$ cat src/rtl/pipeline_hazard_controller_pkg.sv
// Shared types and constants for the pipeline hazard controller.
// Imported by the interface, the forwarding unit and the top.
package pipeline_hazard_controller_pkg;

   typedef enum logic [1:0] {
      CTRL_RUN      = 2'b00,
      CTRL_MEM_WAIT = 2'b01,
      CTRL_FAULT    = 2'b10
   } ctrl_state_t;

   typedef enum logic [1:0] {
      FWD_NONE = 2'b00,
      FWD_W    = 2'b01,
      FWD_M    = 2'b10
   } forward_sel_t;

   localparam logic [1:0] RESULT_SRC_MEM = 2'b01;
   localparam logic [4:0] REG_ZERO       = 5'd0;

   // x0 is hardwired, so it never produces a dependency
   function automatic logic reg_match(input logic [4:0] rd, input logic [4:0] rs);
      return (rd != REG_ZERO) && (rd == rs);
   endfunction

endpackage

$ cat src/rtl/pipeline_hazard_controller_if.sv
// Pipeline-side signal bundle of the hazard controller.
// The slave modport is the controller; the master modport is the pipeline.
interface pipeline_hazard_controller_if
   import pipeline_hazard_controller_pkg::*;
#(
   parameter int CNT_WIDTH = 32
);
   logic [4:0]           RS1_D;
   logic [4:0]           RS2_D;
   logic [4:0]           RS1_E;
   logic [4:0]           RS2_E;
   logic [4:0]           RD_E;
   logic [1:0]           Result_Src_Sel_E;
   logic                 PC_Src_Sel_E;
   logic [4:0]           RD_M;
   logic [4:0]           RD_W;
   logic                 REG_W_En_M;
   logic                 REG_W_En_W;
   logic                 MEM_Req_M;
   logic                 MEM_Ready;
   logic                 Stall_F;
   logic                 Stall_D;
   logic                 Stall_E;
   logic                 Stall_M;
   logic                 Flush_D;
   logic                 Flush_E;
   logic                 Flush_W;
   forward_sel_t         Forward_A_Sel_E;
   forward_sel_t         Forward_B_Sel_E;
   logic                 MEM_Fault;
   logic [CNT_WIDTH-1:0] Stall_Count;

   modport master (
      output RS1_D, RS2_D, RS1_E, RS2_E, RD_E, Result_Src_Sel_E, PC_Src_Sel_E,
             RD_M, RD_W, REG_W_En_M, REG_W_En_W, MEM_Req_M, MEM_Ready,
      input  Stall_F, Stall_D, Stall_E, Stall_M, Flush_D, Flush_E, Flush_W,
             Forward_A_Sel_E, Forward_B_Sel_E, MEM_Fault, Stall_Count
   );

   modport slave (
      input  RS1_D, RS2_D, RS1_E, RS2_E, RD_E, Result_Src_Sel_E, PC_Src_Sel_E,
             RD_M, RD_W, REG_W_En_M, REG_W_En_W, MEM_Req_M, MEM_Ready,
      output Stall_F, Stall_D, Stall_E, Stall_M, Flush_D, Flush_E, Flush_W,
             Forward_A_Sel_E, Forward_B_Sel_E, MEM_Fault, Stall_Count
   );

endinterface

$ cat src/rtl/pipeline_hazard_controller_forwarding_unit.sv
// EX-stage operand bypass select for one source register.
// Memory-stage result is younger than writeback, so it wins.
module forwarding_unit
   import pipeline_hazard_controller_pkg::*;
(
   input  logic [4:0]   rs_e,
   input  logic [4:0]   rd_m,
   input  logic         reg_w_en_m,
   input  logic [4:0]   rd_w,
   input  logic         reg_w_en_w,
   output forward_sel_t fwd_sel
);

   always_comb begin
      fwd_sel = FWD_NONE;
      if (reg_w_en_m && reg_match(rd_m, rs_e)) begin
         fwd_sel = FWD_M;
      end else if (reg_w_en_w && reg_match(rd_w, rs_e)) begin
         fwd_sel = FWD_W;
      end
   end

endmodule

$ cat src/rtl/pipeline_hazard_controller.sv
// Stall/flush sequencing, memory-freeze FSM with timeout, and stall-cycle counter.
//
// state          | meaning
// CTRL_RUN       | normal issue; branch and load-use hazards resolved here
// CTRL_MEM_WAIT  | data access outstanding, whole pipeline frozen
// CTRL_FAULT     | memory timed out; frozen until reset
module pipeline_hazard_controller
   import pipeline_hazard_controller_pkg::*;
#(
   parameter int MEM_TIMEOUT = 16,
   parameter int CNT_WIDTH   = 32
)
(
   input  logic                          CLK,
   input  logic                          RST,
   pipeline_hazard_controller_if.slave   hz
);

   localparam int WAIT_W = (MEM_TIMEOUT > 2) ? $clog2(MEM_TIMEOUT) : 1;
   // The RUN-cycle miss is the first frozen cycle, so the wait state covers the rest
   localparam logic [WAIT_W-1:0] WAIT_LOAD = WAIT_W'(MEM_TIMEOUT - 2);

   ctrl_state_t           state;
   ctrl_state_t           state_nxt;
   logic [WAIT_W-1:0]     wait_left;
   logic [WAIT_W-1:0]     wait_nxt;
   logic [CNT_WIDTH-1:0]  stall_cnt;
   logic                  freeze;
   logic                  load_use;
   forward_sel_t          fwd_a;
   forward_sel_t          fwd_b;

   always_ff @(posedge CLK) begin
      if (!RST) begin
         state     <= CTRL_RUN;
         wait_left <= '0;
      end else begin
         state     <= state_nxt;
         wait_left <= wait_nxt;
      end
   end

   always_comb begin
      state_nxt = state;
      wait_nxt  = wait_left;
      unique case (state)
         CTRL_RUN: begin
            if (hz.MEM_Req_M && !hz.MEM_Ready) begin
               state_nxt = CTRL_MEM_WAIT;
               wait_nxt  = WAIT_LOAD;
            end
         end
         CTRL_MEM_WAIT: begin
            if (hz.MEM_Ready) begin
               state_nxt = CTRL_RUN;
               wait_nxt  = '0;
            end else if (wait_left == '0) begin
               state_nxt = CTRL_FAULT;
            end else begin
               wait_nxt = wait_left - 1'b1;
            end
         end
         CTRL_FAULT: begin
            state_nxt = CTRL_FAULT;
         end
         default: begin
            state_nxt = CTRL_RUN;
            wait_nxt  = '0;
         end
      endcase
   end

   assign freeze = ((state == CTRL_RUN) && hz.MEM_Req_M && !hz.MEM_Ready)
                 || ((state == CTRL_MEM_WAIT) && !hz.MEM_Ready)
                 || (state == CTRL_FAULT);

   assign load_use = (hz.Result_Src_Sel_E == RESULT_SRC_MEM)
                   && (reg_match(hz.RD_E, hz.RS1_D) || reg_match(hz.RD_E, hz.RS2_D));

   forwarding_unit u_fwd_a (
      .rs_e       (hz.RS1_E),
      .rd_m       (hz.RD_M),
      .reg_w_en_m (hz.REG_W_En_M),
      .rd_w       (hz.RD_W),
      .reg_w_en_w (hz.REG_W_En_W),
      .fwd_sel    (fwd_a)
   );

   forwarding_unit u_fwd_b (
      .rs_e       (hz.RS2_E),
      .rd_m       (hz.RD_M),
      .reg_w_en_m (hz.REG_W_En_M),
      .rd_w       (hz.RD_W),
      .reg_w_en_w (hz.REG_W_En_W),
      .fwd_sel    (fwd_b)
   );

   // Priority: reset > freeze > branch > load-use
   always_comb begin
      hz.Stall_F         = 1'b0;
      hz.Stall_D         = 1'b0;
      hz.Stall_E         = 1'b0;
      hz.Stall_M         = 1'b0;
      hz.Flush_D         = 1'b0;
      hz.Flush_E         = 1'b0;
      hz.Flush_W         = 1'b0;
      hz.Forward_A_Sel_E = FWD_NONE;
      hz.Forward_B_Sel_E = FWD_NONE;
      if (!RST) begin
         hz.Flush_D = 1'b1;
         hz.Flush_E = 1'b1;
         hz.Flush_W = 1'b1;
      end else begin
         hz.Forward_A_Sel_E = fwd_a;
         hz.Forward_B_Sel_E = fwd_b;
         if (freeze) begin
            hz.Stall_F = 1'b1;
            hz.Stall_D = 1'b1;
            hz.Stall_E = 1'b1;
            hz.Stall_M = 1'b1;
            hz.Flush_W = 1'b1;
         end else if (hz.PC_Src_Sel_E) begin
            hz.Flush_D = 1'b1;
            hz.Flush_E = 1'b1;
         end else if (load_use) begin
            hz.Stall_F = 1'b1;
            hz.Stall_D = 1'b1;
            hz.Flush_E = 1'b1;
         end
      end
   end

   always_ff @(posedge CLK) begin
      if (!RST) begin
         stall_cnt <= '0;
      end else if (hz.Stall_F && (stall_cnt != '1)) begin
         stall_cnt <= stall_cnt + 1'b1;
      end
   end

   assign hz.Stall_Count = stall_cnt;
   assign hz.MEM_Fault   = (state == CTRL_FAULT);

endmodule

$ cat src/flat_wrapper.sv
// flat-port wrapper written by rule: the top's interface ports become plain ports
module pipeline_hazard_controller_flat import pipeline_hazard_controller_pkg::*;
#(
   parameter int MEM_TIMEOUT = 16,
   parameter int CNT_WIDTH   = 32
)
  (CLK, RST, hz_RS1_D, hz_RS2_D, hz_RS1_E, hz_RS2_E, hz_RD_E, hz_Result_Src_Sel_E, hz_PC_Src_Sel_E, hz_RD_M, hz_RD_W, hz_REG_W_En_M, hz_REG_W_En_W, hz_MEM_Req_M, hz_MEM_Ready, hz_Stall_F, hz_Stall_D, hz_Stall_E, hz_Stall_M, hz_Flush_D, hz_Flush_E, hz_Flush_W, hz_Forward_A_Sel_E, hz_Forward_B_Sel_E, hz_MEM_Fault, hz_Stall_Count);
  pipeline_hazard_controller_if #(.CNT_WIDTH(CNT_WIDTH)) hz_i ();
  input  logic CLK;
  input  logic RST;
  input wire logic [$bits(hz_i.RS1_D)-1:0] hz_RS1_D;
  input wire logic [$bits(hz_i.RS2_D)-1:0] hz_RS2_D;
  input wire logic [$bits(hz_i.RS1_E)-1:0] hz_RS1_E;
  input wire logic [$bits(hz_i.RS2_E)-1:0] hz_RS2_E;
  input wire logic [$bits(hz_i.RD_E)-1:0] hz_RD_E;
  input wire logic [$bits(hz_i.Result_Src_Sel_E)-1:0] hz_Result_Src_Sel_E;
  input wire logic [$bits(hz_i.PC_Src_Sel_E)-1:0] hz_PC_Src_Sel_E;
  input wire logic [$bits(hz_i.RD_M)-1:0] hz_RD_M;
  input wire logic [$bits(hz_i.RD_W)-1:0] hz_RD_W;
  input wire logic [$bits(hz_i.REG_W_En_M)-1:0] hz_REG_W_En_M;
  input wire logic [$bits(hz_i.REG_W_En_W)-1:0] hz_REG_W_En_W;
  input wire logic [$bits(hz_i.MEM_Req_M)-1:0] hz_MEM_Req_M;
  input wire logic [$bits(hz_i.MEM_Ready)-1:0] hz_MEM_Ready;
  output wire logic [$bits(hz_i.Stall_F)-1:0] hz_Stall_F;
  output wire logic [$bits(hz_i.Stall_D)-1:0] hz_Stall_D;
  output wire logic [$bits(hz_i.Stall_E)-1:0] hz_Stall_E;
  output wire logic [$bits(hz_i.Stall_M)-1:0] hz_Stall_M;
  output wire logic [$bits(hz_i.Flush_D)-1:0] hz_Flush_D;
  output wire logic [$bits(hz_i.Flush_E)-1:0] hz_Flush_E;
  output wire logic [$bits(hz_i.Flush_W)-1:0] hz_Flush_W;
  output wire logic [$bits(hz_i.Forward_A_Sel_E)-1:0] hz_Forward_A_Sel_E;
  output wire logic [$bits(hz_i.Forward_B_Sel_E)-1:0] hz_Forward_B_Sel_E;
  output wire logic [$bits(hz_i.MEM_Fault)-1:0] hz_MEM_Fault;
  output wire logic [$bits(hz_i.Stall_Count)-1:0] hz_Stall_Count;
  assign hz_i.RS1_D = hz_RS1_D;
  assign hz_i.RS2_D = hz_RS2_D;
  assign hz_i.RS1_E = hz_RS1_E;
  assign hz_i.RS2_E = hz_RS2_E;
  assign hz_i.RD_E = hz_RD_E;
  assign hz_i.Result_Src_Sel_E = hz_Result_Src_Sel_E;
  assign hz_i.PC_Src_Sel_E = hz_PC_Src_Sel_E;
  assign hz_i.RD_M = hz_RD_M;
  assign hz_i.RD_W = hz_RD_W;
  assign hz_i.REG_W_En_M = hz_REG_W_En_M;
  assign hz_i.REG_W_En_W = hz_REG_W_En_W;
  assign hz_i.MEM_Req_M = hz_MEM_Req_M;
  assign hz_i.MEM_Ready = hz_MEM_Ready;
  assign hz_Stall_F = hz_i.Stall_F;
  assign hz_Stall_D = hz_i.Stall_D;
  assign hz_Stall_E = hz_i.Stall_E;
  assign hz_Stall_M = hz_i.Stall_M;
  assign hz_Flush_D = hz_i.Flush_D;
  assign hz_Flush_E = hz_i.Flush_E;
  assign hz_Flush_W = hz_i.Flush_W;
  assign hz_Forward_A_Sel_E = hz_i.Forward_A_Sel_E;
  assign hz_Forward_B_Sel_E = hz_i.Forward_B_Sel_E;
  assign hz_MEM_Fault = hz_i.MEM_Fault;
  assign hz_Stall_Count = hz_i.Stall_Count;
  pipeline_hazard_controller #(.MEM_TIMEOUT(MEM_TIMEOUT), .CNT_WIDTH(CNT_WIDTH)) u_core (.CLK(CLK), .RST(RST), .hz(hz_i));
endmodule
$ cat config.mk
export PLATFORM = sky130hd
export DESIGN_NAME = pipeline_hazard_controller_flat
export DESIGN_NICKNAME = d
export VERILOG_FILES = /design/src/rtl/pipeline_hazard_controller_pkg.sv /design/src/rtl/pipeline_hazard_controller_if.sv /design/src/rtl/pipeline_hazard_controller_forwarding_unit.sv /design/src/rtl/pipeline_hazard_controller.sv /design/src/flat_wrapper.sv
export SDC_FILE = /design/constraint.sdc
export NUM_CORES = 1
export LEC_CHECK = 0
export BUFFER_PORTS_ARGS = -buffer_cell sky130_fd_sc_hd__buf_2
export CAP_MARGIN = 20
export CORE_ASPECT_RATIO = 0.6
export CORE_MARGIN = 2
export CORE_UTILIZATION = 47
export DETAILED_ROUTE_END_ITERATION = 10
export PLACE_DENSITY = 0.83
export SLEW_MARGIN = 0
export SYNTH_ARGS = -nofsm -noshare
export SYNTH_HDL_FRONTEND = slang
export SYNTH_SLANG_ARGS = --single-unit
$ cat constraint.sdc
create_clock -name CLK -period 5.48 [get_ports CLK]
set_input_delay 0 -clock CLK [delete_from_list [all_inputs] [get_ports CLK]]
set_output_delay 0 -clock CLK [all_outputs]
set_load 0.01 [all_outputs]
# Yosys cells after proc, flatten, opt, wreduce, memory -nomap -nowiden
# Index checks and enable logic that the tools add are counted.
# totals
register_bits	38
inputBits	44
out_inout_bits	44
elab_cells	73
# classes
add_sub_neg	2
eq_ne	13
mux	27
bitwise_logic	1
reduce_logical	27
# op_table
operator	count
adder 32 x 1 -> 32 bit, second input constant	1
inequality test 32 bit, second input constant	1
== test 5 bit	6
logical AND 1 bit	16
two-way mux 1 bit	15
nonzero test 5 bit	3
two-way mux 2 bit	7
two-way mux 4 bit	3
one-hot mux 4 bit (3 select lines)	1
one-hot mux 2 bit (3 select lines)	1
== test 2 x 1 -> 1 bit, second input constant	2
logical NOT 4 bit	1
subtractor 4 x 1 -> 4 bit, second input constant	1
logical OR 1 bit	3
inequality test 3 x 2 -> 1 bit, second input constant	1
inequality test 3 bit, second input constant	1
AND reduction 3 bit	1
== test 2 bit, second input constant	1
logical NOT 2 bit	1
inequality test 2 x 1 -> 1 bit, second input constant	1
AND reduction 2 bit	1
logical NOT 1 bit	1
inverter 1 bit	1

# Longest topological paths before layout
# Gate-level depths: netlist of run 1.
# logic_depth
ltp_word	9
mapped_depth	9
depth_no_buf	8

# By module
# Synthesis of run 1 repeated with hierarchy kept, for this count alone.
# unflattened
cells_unflattened	308
hier_area_um2	2587.5
# by_module_without_submodules
module	instances	cells_per_inst	area_per_inst_um2	seq_area_each_um2
pipeline_hazard_controller	1	268	2284.7	760.7
forwarding_unit	2	20	151.4	0.0

# Least setup slack after synthesis of run 1
# No wires, ideal clock.
# synth_timing
kind	flip-flop to flip-flop
from	reg u_core.stall_cnt[6], in the netlist u_core.hz.Stall_Count[6]
to	reg u_core.stall_cnt[1], in the netlist u_core.hz.Stall_Count[1]
setup_ns	0.128
arrival_ns	1.768
required_ns	5.352
slack_ns	3.585
path_stages_with_launch	9
n_path_buf	2
synth_period_minus_slack_ns	1.895
path_cell_list	dfxtp_1 > nand4_1 > nor3_2 > nand2_2 > o221ai_2 > buf_4 > buf_4 > mux2i_1 > nor2_1
# synth_via
elab_chain_len	2
# synth_rtl
element	line	text
from (decl)	pipeline_hazard_controller.sv:27	logic [CNT_WIDTH-1:0] stall_cnt;
from (signal assigned)	pipeline_hazard_controller.sv:137	stall_cnt <= stall_cnt + 1'b1;
inequality test 32 bit	pipeline_hazard_controller.sv:136	end else if (hz.Stall_F && (stall_cnt != '1)) begin
logical AND 1 bit	pipeline_hazard_controller.sv:136	
# No other way between the ends.
# A chain may end at the register's enable or synchronous reset.

# Worst setup path in the final report of run 1
# layout_timing
from	reg u_core.stall_cnt[0], in the netlist u_core.hz.Stall_Count[0]
to	reg u_core.stall_cnt[1], in the netlist u_core.hz.Stall_Count[1]
# layout_via
elab_chain_len	2
word_cells_on_any_way	3
cone_classes	1 x add/sub; 1 x eq/ne; 1 x reduce/logical
# layout_rtl
element
parallel branches: the longest is 2 deep, another holds adder 32 x 1 -> 32 bit
# Parallel ways; which one is timed is not known.

==> metrics.txt, run 1 <==
outcome finished, final reports clean; yosys warns 0; Post-Synth Adder-Cell Area 0.0152; Via Count 2504; syn avg cell area 8.00 µm²; Synth Area in XOR/XNOR 0.121; setup TNS 0 ns; Cell Area, Synth 2470 µm²; Final GP Congestion 0.838; main flop type after synthesis dfxtp_1; DRC 0; clock latency on the worst-skew pair 0.29 ns; critical path's largest stage delay 0.44 ns; multiplexer area fraction after synthesis 0.0162; Setup Fix Bufs, Post-CTS 0; DIE WIDTH 97.6 µm; period utilisation layout 0.460; I/O pin count 88; DIE HEIGHT 60.2 µm; Final Hold Fails 0; final setup violation count 0; Nets 434; Final ANT Viol Nets 0; First-pass DRT Iterations 4; Seq cells post-synth 38; crit start category flip-flop; RSZ-0062 raised after global routing no; Worst Path Max Fanout 38; initial antenna violation count 0; critical path cell sequence ha_1 > and3_1 > nand2_2 > o221ai_2 > buf_4 > mux2i_1 > nor2_1; Max Freq 0.397 GHz; Post-CTS Hold Buffers 0; Synth Area in Compound Gates 0.196; gr ovfl total 0; most frequent cells in the layout 87 x buf_2, 38 x dfxtp_1, 26 x a21oi_1, 22 x nand2_1; number of global-route vias before repair 2173; Buffers on Ports 87; global-route wire length before repair 10.2 mm; deepest clock path buffer count 2; CP required 5.63 ns; Cell Pwr Density 220 nW/µm²; # fillers 464; post-cts sizing count 0; EDFF count, synth 0; Layout area overhead 23.1%; largest net degree at the start of global routing 39; Iteration-0 DRC Markers 117; vias per cell 5.52; FF/Latch Area 761 µm²; Lkg Pwr 1.22 nW; Num CTS Buffers 5; Buf/Inv on CP 1; HP Class in -> reg; register area share after synthesis 0.308; final hold slack 0.0982 ns; post-synthesis cell type count 49; clock sink count 38; Die ar. 5870 µm²; Routed wire per std cell 13.9 µm; Critical-path top delay cell o221ai_2; VDD IR max 98.3 µV; CTS tree yes; Total Wirelength 6.32 mm; diode count 0; Pint 0.000506 W; Simple-Gate Fraction of Synth Area 0.297; post-layout minimum cycle time 2.52 ns; Max transition margin 0.359; clk slew on worst S/H paths 0.08 ns; Starting Density 0.489; Seq pwr share 0.424; Worst Setup End Kind flip-flop; DP Wirelength 4.87 mm; Syn Nets 356; Worst-Margin Slew 0.961 ns; core area 5050 µm²; Net Sw Power 0.000164 W; fin. max-slew vios 0; Total Routing Usage GR 0.216; Clk pwr share 0.432; worst path arrival time 2.67 ns; Layout Skew 0.00858 ns; Max-cap violations 0; multi-input logic area 1600 µm²; Comb power frac 0.144; htree depth 2; # rows 20; share of layout cells above drive strength 1 0.268; Cells after Synth 309; asr flop ratio synth 0; Root Buffer clkbuf_8; Critical Setup Path Class reg -> reg; Top delay family on crit path simple AND/OR/NAND/NOR gates; commonest non-fill, non-tap cell in the layout buf_2; Sw Share 0.245; largest family of logic cells by synthesized area simple AND/OR/NAND/NOR gates
==> cell families after synthesis <==
family,count (synthesis)
flip-flops,38
multiplexers,4
AO/OA/AOI/OAI,75
XOR/XNOR,34
adder cells (fa/ha/maj),3
buffers and inverters,23
AND/OR/NAND/NOR,132
==> sequential cells by signal, indices dropped and copies added (netlist names) <==
signal / count
u_core.wait_left: 4
u_core.state: 2
u_core.hz.Stall_Count: 32
==> synth_stat cells, types with 8 or more instances <==
master | n | area [µm²]
xnor2_1 | 21 | 184
nand2b_1 | 8 | 50.1
dfxtp_1 | 38 | 761
nor3_1 | 9 | 45.0
a21oi_1 | 26 | 130
or3_1 | 18 | 113
nor2_1 | 13 | 48.8
nand3_1 | 21 | 105
o21ai_1 | 12 | 60.1
nand2_1 | 22 | 82.6
o21ai_0 | 9 | 45.0
xor2_1 | 13 | 114
==> final cells by class <==
type	instances	share of cell area
multi-input combinational	248	0.524
sequential	38	0.250
timing repair buffer	88	0.146
tap	66	0.0271
clock buffer	5	0.0226
clock inverter	3	0.0226
inverter	6	0.00740
==> metal layers <==
| layer | routed length (µm) | global-route usage | vias to the layer above | share of wire |
|---|---|---|---|---|
| li1 | - | - | 1293 | - |
| met1 | 3080 | 0.294 | 1139 | 0.49 |
| met2 | 2840 | 0.353 | 68 | 0.45 |
| met3 | 355 | 0.0526 | 4 | 0.056 |
| met4 | 39 | 0.0516 | 0 | 0.0062 |
| met5 | 0 | 0 | - | 0 |
==> power by group through the flow <==
stage               registers, W  clock network [W]  logic (W)
global placement        0.000290                  0  0.0000928
CTS                     0.000284           0.000292  0.0000967
floorplan               0.000289                  0  0.0000624
finish                  0.000284           0.000289  0.0000967
detailed placement      0.000290                  0  0.0000963
global route            0.000285           0.000306   0.000106
==> metrics by stage <==
step                      instances  area [µm²]  utilization  total power, W  worst slack [ns]
after floorplan                 309        2470            -        0.000351              3.58
after global placement          446        2900        0.575        0.000383              3.06
after detailed placement        446        2900        0.575        0.000387              2.94
after CTS                       454        3040        0.602        0.000673              3.00
after global routing            454        3040        0.602        0.000697              2.70
final                           454        3040        0.602        0.000670              2.96
==> worst min-delay path: cells and delay by family <==
| family | cells | cell delay [ns] |
|---|---|---|
| AND/OR/NAND/NOR | 2 | 0.17 |
| buffers and inverters | 1 | 0.14 |
| AO/OA/AOI/OAI | 1 | 0.04 |
==> worst paths after layout <==
kind                                          startpoint                                endpoint  slack, ns  cells past startpoint
setup / recovery   u_core.hz.Stall_Count[0]$_SDFFE_PN0P_   u_core.hz.Stall_Count[1]$_SDFFE_PN0P_       2.96                      7
hold / removal                              hz_MEM_Ready            u_core.state[0]$_SDFFE_PN0P_        0.1                      4
hold reg to reg   u_core.hz.Stall_Count[20]$_SDFFE_PN0P_  u_core.hz.Stall_Count[20]$_SDFFE_PN0P_       0.51                      2
setup reg to reg   u_core.hz.Stall_Count[0]$_SDFFE_PN0P_   u_core.hz.Stall_Count[1]$_SDFFE_PN0P_       2.96                      7
No activity file was read; power rests on OpenSTA's default activity.
==> inputs of run 2 (changes only) <==
--- a/config.mk
+++ b/config.mk
@@ -9,7 +9,7 @@
 export CAP_MARGIN = 20
 export CORE_ASPECT_RATIO = 0.6
 export CORE_MARGIN = 2
-export CORE_UTILIZATION = 47
+export CORE_UTILIZATION = 45
 export DETAILED_ROUTE_END_ITERATION = 10
 export PLACE_DENSITY = 0.83
 export SLEW_MARGIN = 0
==> constraint.sdc (replaced) <==
create_clock -name CLK -period 2.2 [get_ports CLK]
set_input_delay 0 -clock CLK [delete_from_list [all_inputs] [get_ports CLK]]
set_output_delay 0 -clock CLK [all_outputs]
set_load 0.01 [all_outputs]
==> run 2 against run 1 <==
  * First-iteration DRC count is 16% higher
  * Utilization is 0.12 points higher
  * Critical endpoint unchanged
  * Hold slack worse by 0.056 ns
  * Via count is 3.7% higher
  * Combinational power grew to 2.6 times the previous value
  * Global-route usage is 0.62 points higher
==> metrics.txt, run 2 (same netlist as run 1, synthesis figures left out) <==
outcome finished, final reports clean; commonest non-fill, non-tap cell in the layout buf_2; RSZ-0062 raised after global routing no; Die ar. 6120 µm² (+4.2%); Cell Pwr Density 538 nW/µm² (+140%); Total Routing Usage GR 0.223 (+0.00622); number of global-route vias before repair 2284 (+5.1%); period utilisation layout 0.913 (+0.453); Via Count 2596 (+3.7%); DP Wirelength 5.12 mm (+5.1%); Final Util 0.603 (+0.00117); Starting Density 0.477 (-0.0118); gr ovfl total 0 (unchanged); Worst Path Max Fanout 49 (+29%); Final GP Congestion 0.916 (+9.3%); Iteration-0 DRC Markers 136 (+16%); final hold slack 0.0427 ns (-0.0555 ns); crit start category flip-flop; I/O pin count 88 (unchanged); Worst Setup End Kind flip-flop; worst path arrival time 2.19 ns (-0.48 ns); Design Area, Final 3120 µm² (+2.7%); share of layout cells above drive strength 1 0.287 (+0.0191); VDD IR max 272 µV (+180%); First-pass DRT Iterations 4 (unchanged); initial antenna violation count 0 (unchanged); Layout area overhead 26.4%; Setup Fix Bufs, Post-CTS 0 (unchanged); HP Class in -> reg; Routed wire per std cell 14.2 µm (+2.0%); Max-cap violations 0 (unchanged); core area 5180 µm² (+2.5%); clk slew on worst S/H paths 0.08 ns (about the same); Layout Skew 0.00551 ns (-0.00307 ns); vias per cell 5.61 (+1.7%); DRC 0 (unchanged); Worst-Margin Slew 0.457 ns (-0.504 ns); largest net degree at the start of global routing 50 (+28%); fin. max-slew vios 0 (unchanged); multi-input logic area 1600 µm² (about the same); setup TNS 0 ns (unchanged); Root Buffer clkbuf_8; Max Freq 0.498 GHz (+25%); Buffers on Ports 87 (unchanged); Final Hold Fails 0 (unchanged); diode count 0 (unchanged); DIE HEIGHT 61.4 µm (+2.1%); Largest register FFs 32 (unchanged); deepest clock path buffer count 2 (unchanged); global-route wire length before repair 10.7 mm (+4.8%); final setup violation count 0 (unchanged); CTS tree yes; # rows 20 (unchanged); CP required 2.39 ns (-3.24 ns); htree depth 2 (unchanged); Max transition margin 0.692 (+0.334); Total Wirelength 6.57 mm (+4.0%); # fillers 466 (+0.43%); DIE WIDTH 99.7 µm (+2.1%); post-layout minimum cycle time 2.01 ns (-0.512 ns); Lkg Pwr 1.27 nW (+4.5%); total chip power 0.00168 W (+150%); most frequent cells in the layout 87 x buf_2, 38 x dfxtp_1, 26 x a21oi_1, 22 x nand2_1; Critical Setup Path Class reg -> reg; Post-CTS Hold Buffers 0 (unchanged); clock sink count 38 (unchanged); Final ANT Viol Nets 0 (unchanged); placed instance area 2980 µm² (+2.8%); Nets 443 (+2.1%); clock latency on the worst-skew pair 0.29 ns (about the same); Num CTS Buffers 5 (unchanged); FF/Latch Area 761 µm² (unchanged)
run 2: layout make-up:
type	instances	share of cell area
multi-input cells	248	0.511
flip-flops and latches	38	0.244
repair buffers	97	0.167
well taps	66	0.0264
clock buffers	5	0.0220
clock inverters	3	0.0220
inverters	6	0.00721
run 2: per-layer routing:
metal  GRT usage  wire (µm)  up-vias
met1       0.289       3100     1213
met5           0          0        -
met3      0.0556        371       11
li1            -          -     1305
met2       0.375       3020       67
met4      0.0685         73        0
run 2: report_power, final:
group	leakage (nW)	internal (W)	total [W]	switching [W]
registers	0.307	0.000696	0.000704	0.00000819
clock network	0.0683	0.000454	0.000720	0.000265
logic	0.897	0.000119	0.000256	0.000138
run 2: worst paths after layout:
path	startpoint	end	slack [ns]	cells past startpoint
worst max register to register	u_core.hz.Stall_Count[6]$_SDFFE_PN0P_	u_core.hz.Stall_Count[1]$_SDFFE_PN0P_	0.19	7
worst min register to register	u_core.hz.Stall_Count[4]$_SDFFE_PN0P_	u_core.hz.Stall_Count[4]$_SDFFE_PN0P_	0.50	1
worst min-delay path	RST	u_core.hz.Stall_Count[27]$_SDFFE_PN0P_	0.04	3
worst max-delay path	u_core.hz.Stall_Count[6]$_SDFFE_PN0P_	u_core.hz.Stall_Count[1]$_SDFFE_PN0P_	0.19	7
run 2: worst max-delay path: stages (launching register included):
cell and delay (ns):
dfxtp_1 0.43, nand4_1 0.21, nor3_2 0.35, nand2_2 0.16
o221ai_2 0.21, buf_12 0.25, mux2i_1 0.21, nor2_1 0.05
run 2: per-stage QoR:
stage	instances	setup WS (ns)
3_3_place_gp	455	0.310
3_5_place_dp	455	0.220
4_1_cts	463	0.177
2_1_floorplan	309	0.305
5_1_grt	463	0.00113
6_report	463	0.192
run 2: repair_timing:
action | in CTS | in global routing
endpoints found under the hold margin | 0 | 0
endpoints found under the setup margin | 0 | 2
gates resized for setup | 0 | 1
